File: config.mk
export PLATFORM = sky130hd
export DESIGN_NAME = vmode_lock_ctrl
export DESIGN_NICKNAME = d
export VERILOG_FILES = /design/src/rtl/vmode_lock_ctrl.sv
export SDC_FILE = /design/constraint.sdc
export NUM_CORES = 1
export LEC_CHECK = 0
export CAP_MARGIN = 40
export CORE_UTILIZATION = 51
export CTS_CLUSTER_DIAMETER = 150
export DETAILED_ROUTE_END_ITERATION = 7
export PLACE_DENSITY = 0.76
export SLEW_MARGIN = 20
export SYNTH_ARGS = -nofsm -noshare
export SYNTH_HDL_FRONTEND = slang
export SYNTH_SLANG_ARGS = --single-unit
File: constraint.sdc
create_clock -name clk_in -period 2.4 [get_ports clk_in]
set_input_delay 0.24 -clock clk_in [delete_from_list [all_inputs] [get_ports clk_in]]
set_output_delay 0.24 -clock clk_in [all_outputs]
set_load 0.02 [all_outputs]
File: src/rtl/vmode_lock_ctrl.sv
// NTSC/PAL acquisition and lock controller driven by VSYNC falling-edge periods.
// Optional macro SAVOMAX_CSYNC_GATE_EN: registered csync gate that idles high while unlocked.
module vmode_lock_ctrl #(
    parameter int unsigned CLK_FREQ         = 250_000,
    parameter int unsigned PAL_THRESHOLD_MS = 18,
    parameter int unsigned MIN_PERIOD_MS    = 12,
    parameter int unsigned MAX_PERIOD_MS    = 25,
    parameter int unsigned TIMEOUT_MS       = 50,
    parameter int unsigned CONFIRM_COUNT    = 4
) (
    input  logic        clk_in,
    input  logic        rst_in,
    input  logic        enable_in,
    input  logic        vsync_in,
    input  logic        csync_in,
    output logic        csync_out,
    output logic [2:0]  format_out,
    output logic        locked_out,
    output logic [31:0] period_out,
    output logic        lost_out
);
    localparam logic [31:0] CYC_PER_MS  = 32'(CLK_FREQ / 1000);
    localparam logic [31:0] THR_CYC     = CYC_PER_MS * 32'(PAL_THRESHOLD_MS);
    localparam logic [31:0] MIN_CYC     = CYC_PER_MS * 32'(MIN_PERIOD_MS);
    localparam logic [31:0] MAX_CYC     = CYC_PER_MS * 32'(MAX_PERIOD_MS);
    localparam logic [31:0] TIMEOUT_CYC = CYC_PER_MS * 32'(TIMEOUT_MS);
    localparam logic [3:0]  CONFIRM     = 4'(CONFIRM_COUNT);

    localparam logic [2:0] FMT_NONE = 3'b000;
    localparam logic [2:0] FMT_NTSC = 3'b010;
    localparam logic [2:0] FMT_PAL  = 3'b100;

    typedef enum logic [1:0] {
        S_IDLE,
        S_ARM,
        S_ACQUIRE,
        S_LOCKED
    } state_t;

    state_t      state_q, state_d;
    logic        sync1_q, sync1_d, sync2_q, sync2_d, hist_q, hist_d;
    logic [31:0] cnt_q, cnt_d;
    logic [3:0]  agree_q, agree_d, miss_q, miss_d;
    logic [2:0]  cand_q, cand_d, format_q, format_d;
    logic        locked_q, locked_d, lost_q, lost_d;
    logic [31:0] period_q, period_d;

    logic        vsync_edge, period_valid, lose_lock;
    logic [2:0]  period_class;
    logic [3:0]  agree_next;

    // cnt_q in the edge cycle is the period just completed
    assign vsync_edge   = hist_q & ~sync2_q;
    assign period_valid = (cnt_q >= MIN_CYC) && (cnt_q <= MAX_CYC);
    assign period_class = (cnt_q > THR_CYC) ? FMT_PAL : FMT_NTSC;

    always_comb begin
        sync1_d    = vsync_in;
        sync2_d    = sync1_q;
        hist_d     = sync2_q;
        state_d    = state_q;
        agree_d    = agree_q;
        miss_d     = miss_q;
        cand_d     = cand_q;
        format_d   = format_q;
        locked_d   = locked_q;
        period_d   = period_q;
        lost_d     = 1'b0;
        lose_lock  = 1'b0;
        agree_next = '0;

        if (vsync_edge)
            cnt_d = 32'd1;
        else if (cnt_q < TIMEOUT_CYC)
            cnt_d = cnt_q + 32'd1;
        else
            cnt_d = cnt_q;

        if (!enable_in) begin
            state_d  = S_IDLE;
            cnt_d    = '0;
            agree_d  = '0;
            miss_d   = '0;
            cand_d   = FMT_NONE;
            format_d = FMT_NONE;
            locked_d = 1'b0;
            period_d = '0;
        end else begin
            case (state_q)
                S_IDLE: begin
                    state_d = S_ARM;
                    cnt_d   = '0;
                end
                S_ARM: begin
                    if (vsync_edge) begin
                        state_d = S_ACQUIRE;
                        agree_d = '0;
                    end
                end
                S_ACQUIRE: begin
                    if (vsync_edge) begin
                        if (!period_valid) begin
                            agree_d = '0;
                        end else begin
                            period_d   = cnt_q;
                            agree_next = (period_class == cand_q) ? agree_q + 4'd1 : 4'd1;
                            cand_d     = period_class;
                            agree_d    = agree_next;
                            if (agree_next == CONFIRM) begin
                                state_d  = S_LOCKED;
                                format_d = period_class;
                                locked_d = 1'b1;
                                miss_d   = '0;
                                agree_d  = '0;
                            end
                        end
                    end else if (cnt_q == TIMEOUT_CYC) begin
                        state_d = S_ARM;
                        agree_d = '0;
                    end
                end
                S_LOCKED: begin
                    if (vsync_edge) begin
                        if (period_valid && (period_class == format_q)) begin
                            miss_d   = '0;
                            period_d = cnt_q;
                        end else if (miss_q + 4'd1 == CONFIRM) begin
                            lose_lock = 1'b1;
                        end else begin
                            miss_d = miss_q + 4'd1;
                        end
                    end else if (cnt_q == TIMEOUT_CYC) begin
                        lose_lock = 1'b1;
                    end
                end
                default: state_d = S_IDLE;
            endcase

            if (lose_lock) begin
                state_d  = S_ACQUIRE;
                agree_d  = '0;
                miss_d   = '0;
                format_d = FMT_NONE;
                locked_d = 1'b0;
                lost_d   = 1'b1;
            end
        end
    end

`ifdef SAVOMAX_CSYNC_GATE_EN
    logic csync_q, csync_d;
    // Gate follows the next lock state so it switches with locked_out
    assign csync_d   = locked_d ? csync_in : 1'b1;
    assign csync_out = csync_q;
`else
    assign csync_out = csync_in;
`endif

    always_ff @(posedge clk_in or posedge rst_in) begin
        if (rst_in) begin
            state_q  <= S_IDLE;
            sync1_q  <= 1'b1;
            sync2_q  <= 1'b1;
            hist_q   <= 1'b1;
            cnt_q    <= '0;
            agree_q  <= '0;
            miss_q   <= '0;
            cand_q   <= FMT_NONE;
            format_q <= FMT_NONE;
            locked_q <= 1'b0;
            period_q <= '0;
            lost_q   <= 1'b0;
`ifdef SAVOMAX_CSYNC_GATE_EN
            csync_q  <= 1'b1;
`endif
        end else begin
            state_q  <= state_d;
            sync1_q  <= sync1_d;
            sync2_q  <= sync2_d;
            hist_q   <= hist_d;
            cnt_q    <= cnt_d;
            agree_q  <= agree_d;
            miss_q   <= miss_d;
            cand_q   <= cand_d;
            format_q <= format_d;
            locked_q <= locked_d;
            period_q <= period_d;
            lost_q   <= lost_d;
`ifdef SAVOMAX_CSYNC_GATE_EN
            csync_q  <= csync_d;
`endif
        end
    end

    assign format_out = format_q;
    assign locked_out = locked_q;
    assign period_out = period_q;
    assign lost_out   = lost_q;

endmodule

# Yosys cells after proc, flatten, opt, wreduce, memory -nomap -nowiden

Index checks and enable logic that the tools add are counted.
Widths: inputs -> output; s select.

$lt $le $gt $ge: 4
Reduce and logical (&&, ||, !) cells: 9
Bitwise gates (word level): 2
Equal/unequal tests: 33
Add/subtract/negate cells: 3
Multiplexer cells: 61

Operator list:

| cell                  | number |
|---|---|
| $mux 32               | 9 |
| $mux 4                | 16 |
| $pmux 32 s2           | 1 |
| $mux 3                | 11 |
| $add 32x1->32 const B | 1 |
| $eq 32x14->1 const B  | 1 |
| $ge 32x12->1 const B  | 1 |
| $gt 32x13->1 const B  | 1 |
| $le 32x13->1 const B  | 1 |
| $lt 32x14->1 const B  | 1 |
| $ne 4x4->1 const B    | 5 |
| $ne 5x5->1 const B    | 4 |
| $pmux 4 s2            | 2 |
| $ne 3x1->1 const B    | 5 |
| $mux 1                | 14 |
| $mux 2                | 7 |
| $ne 3x3->1 const B    | 4 |
| $ne 4x1->1 const B    | 3 |
| $reduce_and 5->1      | 2 |
| $add 4x1->4 const B   | 2 |
| $eq 4x3->1 const B    | 2 |
| $eq 3x3->1            | 2 |
| $ne 2x1->1 const B    | 3 |
| $pmux 2 s3            | 1 |
| other kinds (10)      | 13 |

Word-level logic and storage cells: 124
Output and inout bits: 38
Bits of input ports: 5
Register bits: 85

# Longest topological paths before layout

Gate-level depths: netlist of run 1.

Word-level depth: 11
Mapped depth: 11
Depth with buffers taken out: 10

# Worst setup path after synthesis of run 1

Ideal clock, no wire load.

Path type: reg-to-reg
Start: register cnt_q[18]
End: register agree_q[3]
Buffers on the path: 0
Data required time: 2335 ps
Setup slack: -102 ps
Arrival time: 2437 ps
Library setup time: 65 ps
Clock period less this slack: 2502 ps
Stages on the path, launching flop included: 9
Path through: dfrtp_1 > nor4_4 > nand4_4 > or3_4 > a31o_4 > or4_1 > a211oi_2 > a21o_1 > a22o_1

Word-level cells in the longest chain between the ends: 11
Elaborated cells between the ends (all ways): 26
Those cells by class: 3 x order compare; 7 x eq/ne; 13 x mux; 3 x reduce/logical

RTL lines:

| element                | RTL line | source |
|---|---|---|
| start, declared        | 42       | `logic [31:0] cnt_q, cnt_d;` |
| start signal, assigned | 181      | `cnt_q <= cnt_d;` |
| $gt 32x13->1           | 55       | `assign period_class = (cnt_q > THR_CYC) ? FMT_PAL : FMT_NTSC;` |
| $mux 3                 | 55       |  |
| $eq 3x3->1             | 106      | `agree_next = (period_class == cand_q) ? agree_q + 4'd1 : 4'd1;` |
| $mux 4                 | 106      |  |
| $eq 4x3->1             | 109      | `if (agree_next == CONFIRM) begin` |
| $mux 4                 | 109      |  |
| $mux 4                 | 102      | `if (!period_valid) begin` |
| $mux 4                 | 101      | `if (vsync_edge) begin` |
| $pmux 4 s2             | 89       | `case (state_q)` |
| $mux 4                 | 139      | `if (lose_lock) begin` |
| $mux 4                 | 79       | `if (!enable_in) begin` |
| end signal, assigned   | 182      | `agree_q <= agree_d;` |
| end, declared          | 43       | `logic [3:0] agree_q, agree_d, miss_q, miss_d;` |

Parallel ways exist; a longest one is shown, timed or not. The select of a mux whose other input is x is not followed.
A chain may end at the register's enable or synchronous reset.

# Worst setup path in the final report of run 1

Same ends and word-level chain as after synthesis.

==> key figures, run 1 <==
Run status
  • Outcome: complete, but fails checks
  • Failing checks: setup timing

Final layout
  • Final non-filler cell area: 5390 µm²
  • Final Net Count: 481
  • Number of antenna repair diodes: 0
  • Util after Layout: slightly below 70%
  • Final instance count without filler cells: ~570
  • Area added between synthesis and finish: 29.9%
  • Share of layout cells above drive strength 1: a little over a quarter

Floorplan
  • Die height: 92.2 µm
  • Die boundary width: between 90 and 100 µm
  • Num ports: 43
  • Initial Util: 53.1%
  • Number of rows in the core area: 32
  • Core footprint: 7810 µm²
  • Full die area: 8500 µm²

Drt
  • Vias per cell: 5.38
  • Post-route DRC: 0
  • Number of design-rule violations left by the first detailed-router iteration: 129
  • Via count: 3,083
  • Antenna violation net count after detailed routing: 0
  • Final Routed Wirelength: 9080 µm
  • Number of iterations in the first detailed-routing pass: 5
  • Final routed wire length divided by cell count: 15.8 µm

STA
  • Setup-violating endpoint count in the final report: 5
  • Post-route clock skew: approximately 0.015 ns
  • Smallest setup slack after layout: -0.0817 ns
  • Worst slew slack as a fraction of its limit: 57.8%
  • Time the final worst path needs with I/O delays and setup: 2.48 ns
  • Unrepaired setup endpoints after global routing: yes
  • Final clock period utilization by the worst path: 103%
  • Upper clock frequency limit: around 400 MHz
  • Final hold violation count: 0
  • Count of pins over their slew limit: 0
  • Worst slew pin tran: 0.632 ns

CTS
  • Clock transition at path regs: around 0.10 ns
  • Latest clock arrival within the worst-skew pair: 0.36 ns
  • Number of buffers inserted during clock tree synthesis: 9
  • H-tree depth: 3
  • CTS tree: yes
  • Sink Count: 83
  • Root buffer selected by CTS: clkbuf_8
  • Hold-fix buffer count after cts: 0
  • Clock Path Buffers: 2

Critical path
  • Setup Crit Path Kind: flop to flop
  • Critical path data arrival time: 2.79 ns
  • Top Family by Delay on Critical Path: simple AND/OR/NAND/NOR gates
  • Required @ worst endpoint: 2.71 ns
  • Master of the slowest instance on the critical path: or3_4
  • Crit path buf inv count: 0
  • Critical Path Start Type: flop
  • Largest driver fanout on the critical path: 4
  • Worst path max stage delay: 0.42 ns
  • Cell breakdown of the critical path: nor4_4 -> nand4_4 -> or3_4 -> a31o_4 -> or4_4 -> a211oi_2 -> a21o_1 -> a22o_1
  • Endpoint type of the worst setup path: flop

Synth
  • Synth area leaders: dfrtp_1, and2_1, mux2i_1
  • Seq cells post-synth: 83
  • Compound-gate portion of the synthesized area: approximately an eighth
  • Sequential-to-total area share from yosys stat: 50.2%
  • Synth top area share: ~48%
  • Post-synth net total: 398
  • Proportion of synthesized area in mux cells: roughly 4.8%
  • Cell with the most instances after synthesis: dfrtp_1
  • Post-Syn Area per Cell: roughly 11 µm²
  • Post-synth top area cell: dfrtp_1
  • Synthesis warning total: 0
  • Xor/xnor cell area share of the yosys netlist: 1.90%
  • Adder-cell share of the synthesized area: 3.02%
  • Cells after Synth: 383
  • Commonest cells in the synthesized netlist: dfrtp_1, and2_1, nand2_1, nor2_1, nor2b_1
  • Post-synthesis instance area: a little over 4000 µm²
  • Number of flops mapped to enable cells by yosys: 0
  • Fraction of the mapped netlist area in simple logic gates: approximately a quarter
  • Most used flip-flop cell after synthesis: dfrtp_1
  • Synth async-reset ratio: between 90% and 100%
  • Largest family of logic cells by synthesized area: simple AND/OR/NAND/NOR gates
  • Number of distinct library cells after synthesis: 64

GRT
  • Leftover overflow at the end of global routing: 0
  • Wire length of the first global-routing pass: 15,100 µm
  • Antenna violations before repair: 0
  • Global-route total usage across every layer: around 23%
  • Via count of the first global-routing pass: between 3,000 and 4,000
  • Largest net degree at the start of global routing: 39

Placed design
  • Post-DP HPWL: around 6400 µm
  • Number of buffers added on ports: 39
  • Placement Cell Area: 4940 µm²
  • Worst-case setup slack after placement: -0.153 ns
  • Cell count after placement: around 550
  • Global placement routability congestion: 0.878

Flow run
  • Number of maximum-capacitance violations: 0

Pwr
  • Net switching fraction of the power: 29.0%
  • Portion of total power attributed to combinational logic: 17.0%
  • Largest vdd supply drop: 0.000365 V
  • Switching power of the nets: 0.883 mW
  • Portion of total power attributed to the clock network: 35.3%
  • Internal power component: 2.16 mW
  • Power per cell area: 565 nW/µm²
  • Total power after layout: 3.04 mW
  • Seq pwr share: ~48%
  • Reported leakage power: 2.44 nW

Min path
  • Class of the worst hold path: input port to async pin
[what timing repair did]
| action | in CTS | in global routing |
|---|---|---|
| buffers inserted | 5 | 4 |
| gates resized for setup | 9 | 35 |
| pin swaps | 11 | 13 |
| setup endpoints to repair | 48 | 49 |
| cloned | 0 | 0 |
[layout by cell type, fill, tap and decap left out, drive strengths merged, types with 3 or more instances in the layout]
master and n:
inv 18, and4 3, nor3 8, clkdlybuf4s50 39, o211a 3, dfrtp 80, and3 3, nor4 5
or3 5, nand4 8, and2 40, xor2 7, or4 3, nand2b 10, o21ai 17, a21oi 10
buf 55, nor2 23, nor2b 22, or2 4, mux2i 20, nand3 4, nand2 23, clkbuf 9
ha 10, dfstp 3
[per-layer routing]
metal / global-route usage, % / vias up / wire length, µm
li1: - / 1491 / -
met1: 29.1 / 1510 / 4110
met2: 37.2 / 66 / 4400
met3: 5.89 / 16 / 349
met4: 9.24 / 0 / 217
met5: 0 / - / 0
[kinds of logic (layout without fill, tap and decap cells)]
| logic type | Yosys count | count (layout) |
|---|---|---|
| XOR/XNOR | 9 | 9 |
| adder cells (fa/ha/maj) | 10 | 10 |
| flip-flops | 83 | 83 |
| multiplexers | 20 | 20 |
| AND/OR/NAND/NOR | 164 | 164 |
| buffers and inverters | 35 | 123 |
| AO/OA/AOI/OAI | 61 | 61 |
| other | 1 | 1 |
[power by group through the flow]
stage	Combinational, mW	Sequential [mW]	Clock (mW)
2_1_floorplan	0.315	1.48	0
3_3_place_gp	0.465	1.48	0
3_5_place_dp	0.478	1.48	0
4_1_cts	0.495	1.45	1.10
5_1_grt	0.574	1.45	1.16
6_report	0.516	1.45	1.08
[path summary, 6_finish.rpt]
check / startpoint / cells past startpoint / endpoint / slack, ns
worst max-delay path: cnt_q[18] / 8 / agree_q[3] / -0.08
worst min-delay path: rst_in / 2 / period_out[10] / 0.24
worst max register to register: cnt_q[18] / 8 / agree_q[3] / -0.08
worst min register to register: sync1_q / 0 / hist_d / 0.37
max in group asynchronous: rst_in / 3 / cnt_q[7] / 1.41
min in group clk_in: vsync_in / 1 / sync1_q / 0.28
[area by class of cell]
cell class,count,area [µm²]
Clock buffer,9,124
Clock inverter,7,87.6
Timing Repair Buffer,94,846
Sequential cell,83,2090
Inverter,13,50.0
Fill cell,574,2420
Multi-Input combinational cell,265,2070
Tap cell,102,128
[state kept, by name, indices dropped and copies added (netlist names)]
signal	cells
cnt_q	32
period_out	32
agree_q	4
miss_q	4
cand_q	2
format_out	2
state_q	2
hist_d	1
hist_q	1
locked_out	1
lost_out	1
sync1_q	1
[through the flow]
step                      hold slack [ns]  TNS [ns]
after floorplan                     0.244    -0.178
after global placement              0.348    -0.526
after detailed placement            0.348     -1.56
after CTS                           0.259    -0.112
after global routing                0.259     -1.76
final                               0.245    -0.207
No activity file was read; power rests on OpenSTA's default activity.
==> run 2: changes to the inputs <==
Settings changed: PLACE_DENSITY 0.76 to 0.81, SETUP_SLACK_MARGIN from default to 0.15.
==> run 2 against run 1 <==
The flow still finishes with violations (setup timing); sequential share of layout area decreased by 3.2 points; utilization rose by 6.2 points; first-iteration DRC count up 95%; cell area increased by 9.0%; non-clock buffer count grew 25; sequential cell count unchanged; setup slack got worse by 0.23 ns; critical endpoint is now agree_q[1]; largest cell class is now multi-input combinational cells; largest power group unchanged.
==> key figures, run 2 (synthesis gave the netlist of run 1 again) <==
Run status
  • Outcome: complete, but fails checks
  • Failing checks: setup timing

STA
  • Count of pins over their slew limit: 0 (unchanged)
  • Worst slew slack as a fraction of its limit: 53.7% (-4.2 points)
  • Post-Route Hold Slack: 0.262 ns (+0.0173 ns)
  • Final hold violation count: 0 (unchanged)
  • Smallest setup slack after layout: -0.307 ns (-0.225 ns)
  • Setup-violating endpoint count in the final report: 51 (+46)
  • Worst slew pin tran: 0.693 ns (+0.0617 ns)
  • Time the final worst path needs with I/O delays and setup: 2.71 ns (+0.225 ns)
  • Upper clock frequency limit: 369 MHz (-8.3%)
  • Final clock period utilization by the worst path: 113% (+9.4 points)
  • Unrepaired setup endpoints after global routing: yes
  • Post-route clock skew: 0.0251 ns (+0.0106 ns)

Floorplan
  • Core footprint: 7810 µm² (unchanged)
  • Die boundary width: 92.2 µm (unchanged)
  • Num ports: 43 (unchanged)
  • Die height: 92.2 µm (unchanged)
  • Number of rows in the core area: 32 (unchanged)
  • Initial Util: 53.1% (unchanged)
  • Full die area: 8500 µm² (unchanged)

Final layout
  • Most frequent cells in the layout: dfrtp_1, buf_4, clkdlybuf4s50_1
  • Number of antenna repair diodes: 0 (unchanged)
  • Leading cell type in the layout, fill and taps excluded: dfrtp_1
  • Final instance count without filler cells: 598 (+4.4%)
  • Final non-filler cell area: 5870 µm² (+9.0%)
  • Final Net Count: 506 (+5.2%)
  • FILL cells: 465 (-19%)
  • Share of layout cells above drive strength 1: 34.3% (+7.5 points)
  • Area added between synthesis and finish: 41.6%

Placed design
  • Global placement routability congestion: 0.880 (+0.24%)
  • Number of buffers added on ports: 39 (unchanged)
  • Worst-case setup slack after placement: -0.115 ns (+0.0383 ns)
  • Placement Cell Area: 5010 µm² (+1.5%)
  • Cell count after placement: 551 (+0.55%)
  • Post-DP HPWL: 6300 µm (-2.2%)

GRT
  • Global-route total usage across every layer: 25.8% (+2.9 points)
  • Leftover overflow at the end of global routing: 0 (unchanged)
  • Wire length of the first global-routing pass: 16,700 µm (+11%)
  • Antenna violations before repair: 0 (unchanged)
  • Largest net degree at the start of global routing: 30 (-23%)
  • Via count of the first global-routing pass: 3,289 (+6.2%)

CTS
  • Number of buffers inserted during clock tree synthesis: 9 (unchanged)
  • Clock Path Buffers: 2 (unchanged)
  • Sink Count: 83 (unchanged)
  • H-tree depth: 3 (unchanged)
  • Latest clock arrival within the worst-skew pair: 0.38 ns (+0.02 ns)
  • Root buffer selected by CTS: clkbuf_8
  • Hold-fix buffer count after cts: 0 (unchanged)
  • Clock transition at path regs: 0.11 ns (about the same)
  • CTS tree: yes

Drt
  • Number of design-rule violations left by the first detailed-router iteration: 251 (+95%)
  • Via count: 3,493 (+13%)
  • Number of iterations in the first detailed-routing pass: 6 (+1)
  • Final Routed Wirelength: 11,700 µm (+29%)
  • Vias per cell: 5.84 (+8.6%)
  • Final routed wire length divided by cell count: 19.6 µm (+24%)
  • Antenna violation net count after detailed routing: 0 (unchanged)
  • Post-route DRC: 0 (unchanged)

Critical path
  • Crit path buf inv count: 0 (unchanged)
  • Worst path max stage delay: 0.47 ns (+0.05 ns)
  • Instance count on the critical path: 8 (unchanged)
  • Cell breakdown of the critical path: a211o_1 -> a2111oi_4 -> o2111ai_4 -> nor2b_4 -> a221o_1 -> nor4b_2 -> nand2b_1 -> o21ai_1
  • Top Family by Delay on Critical Path: compound AO/OA/AOI/OAI gates
  • Reg2reg start: cnt_q[1]
  • Setup Crit Path Kind: flop to flop
  • Critical path data arrival time: 3.00 ns (+0.21 ns)
  • Critical Path Start Type: flop
  • Master of the slowest instance on the critical path: dfrtp_1
  • Worst R2R Path Depth: 8 (unchanged)
  • Endpoint type of the worst setup path: flop
  • Required @ worst endpoint: 2.69 ns (-0.02 ns)
  • Largest driver fanout on the critical path: 5 (+1)
  • Reg2Reg Setup Slack: -0.31 ns (-0.23 ns)
  • RR Endpoint: agree_q[1]

Pwr
  • Largest vdd supply drop: 0.000366 V (+0.26%)
  • Power per cell area: 560 nW/µm² (-0.89%)
  • Reported leakage power: 2.66 nW (+9.2%)
  • Total power after layout: 3.29 mW (+8.1%)

Flow run
  • Number of maximum-capacitance violations: 0 (unchanged)

Min path
  • Worst hold path cell count: 1
  • Critical hold path startpoint: vsync_in
  • Class of the worst hold path: input port to flop
  • Destination of the worst hold path: sync1_q
run 2: changes by cell type in the layout (fill, tap and decap cells not counted), moves of 3 or more:
cell,before,now
o21ai_1,7,4
o21ai_4,1,4
nand2_2,0,3
nor3_4,0,3
nand2_1,23,19
buf_4,46,62
buf_6,8,11
run 2: layout make-up:
| type | instances | area (µm²) | area share [%] |
|---|---|---|---|
| Sequential cell | 83 | 2090 | 35.5 |
| Tap cell | 102 | 128 | 2.17 |
| Timing Repair Buffer | 119 | 1130 | 19.2 |
| Inverter | 13 | 52.6 | 0.895 |
| Multi-Input combinational cell | 265 | 2250 | 38.3 |
| Clock inverter | 7 | 106 | 1.81 |
| Clock buffer | 9 | 124 | 2.11 |
run 2: per-layer routing:
layer / vias up / global-route usage, % / share of wire [%]
met5: - / 0 / 0
met2: 150 / 43.0 / 51
li1: 1543 / - / -
met4: 0 / 11.6 / 3.6
met3: 45 / 4.06 / 5.7
met1: 1755 / 33.0 / 40
run 2: power by group:
group          switching [mW]  internal [mW]  total (mW)
Sequential             0.0350           1.43        1.46
Combinational           0.367          0.273       0.640
Clock                   0.581          0.606        1.19
Total                   0.983           2.31        3.29
run 2: stage by stage:
step           utilization (%)  setup TNS (ns)
6_report                  75.2           -6.99
5_1_grt                   75.2          -10.38
4_1_cts                   72.4          -0.201
3_5_place_dp              64.2          -0.930
3_3_place_gp              64.2          -0.222
2_1_floorplan                -         -0.0177
run 2: worst max path at each step:
stage	startpoint	end	slack, ns
floorplan	cnt_q[4]	miss_q[3]	-0.02
global placement	cnt_q[0]	agree_q[3]	-0.06
detailed placement	cnt_q[6]	agree_q[1]	-0.12
CTS	cnt_q[23]	agree_q[3]	-0.05
global route	cnt_q[1]	agree_q[1]	-0.33
finish	cnt_q[1]	agree_q[1]	-0.31
run 2: timing repair:
action,in CTS,in global routing
buffers inserted,23,6
pin swaps,30,16
gates resized for setup,44,36
cloned,2,0
setup endpoints to repair,59,61
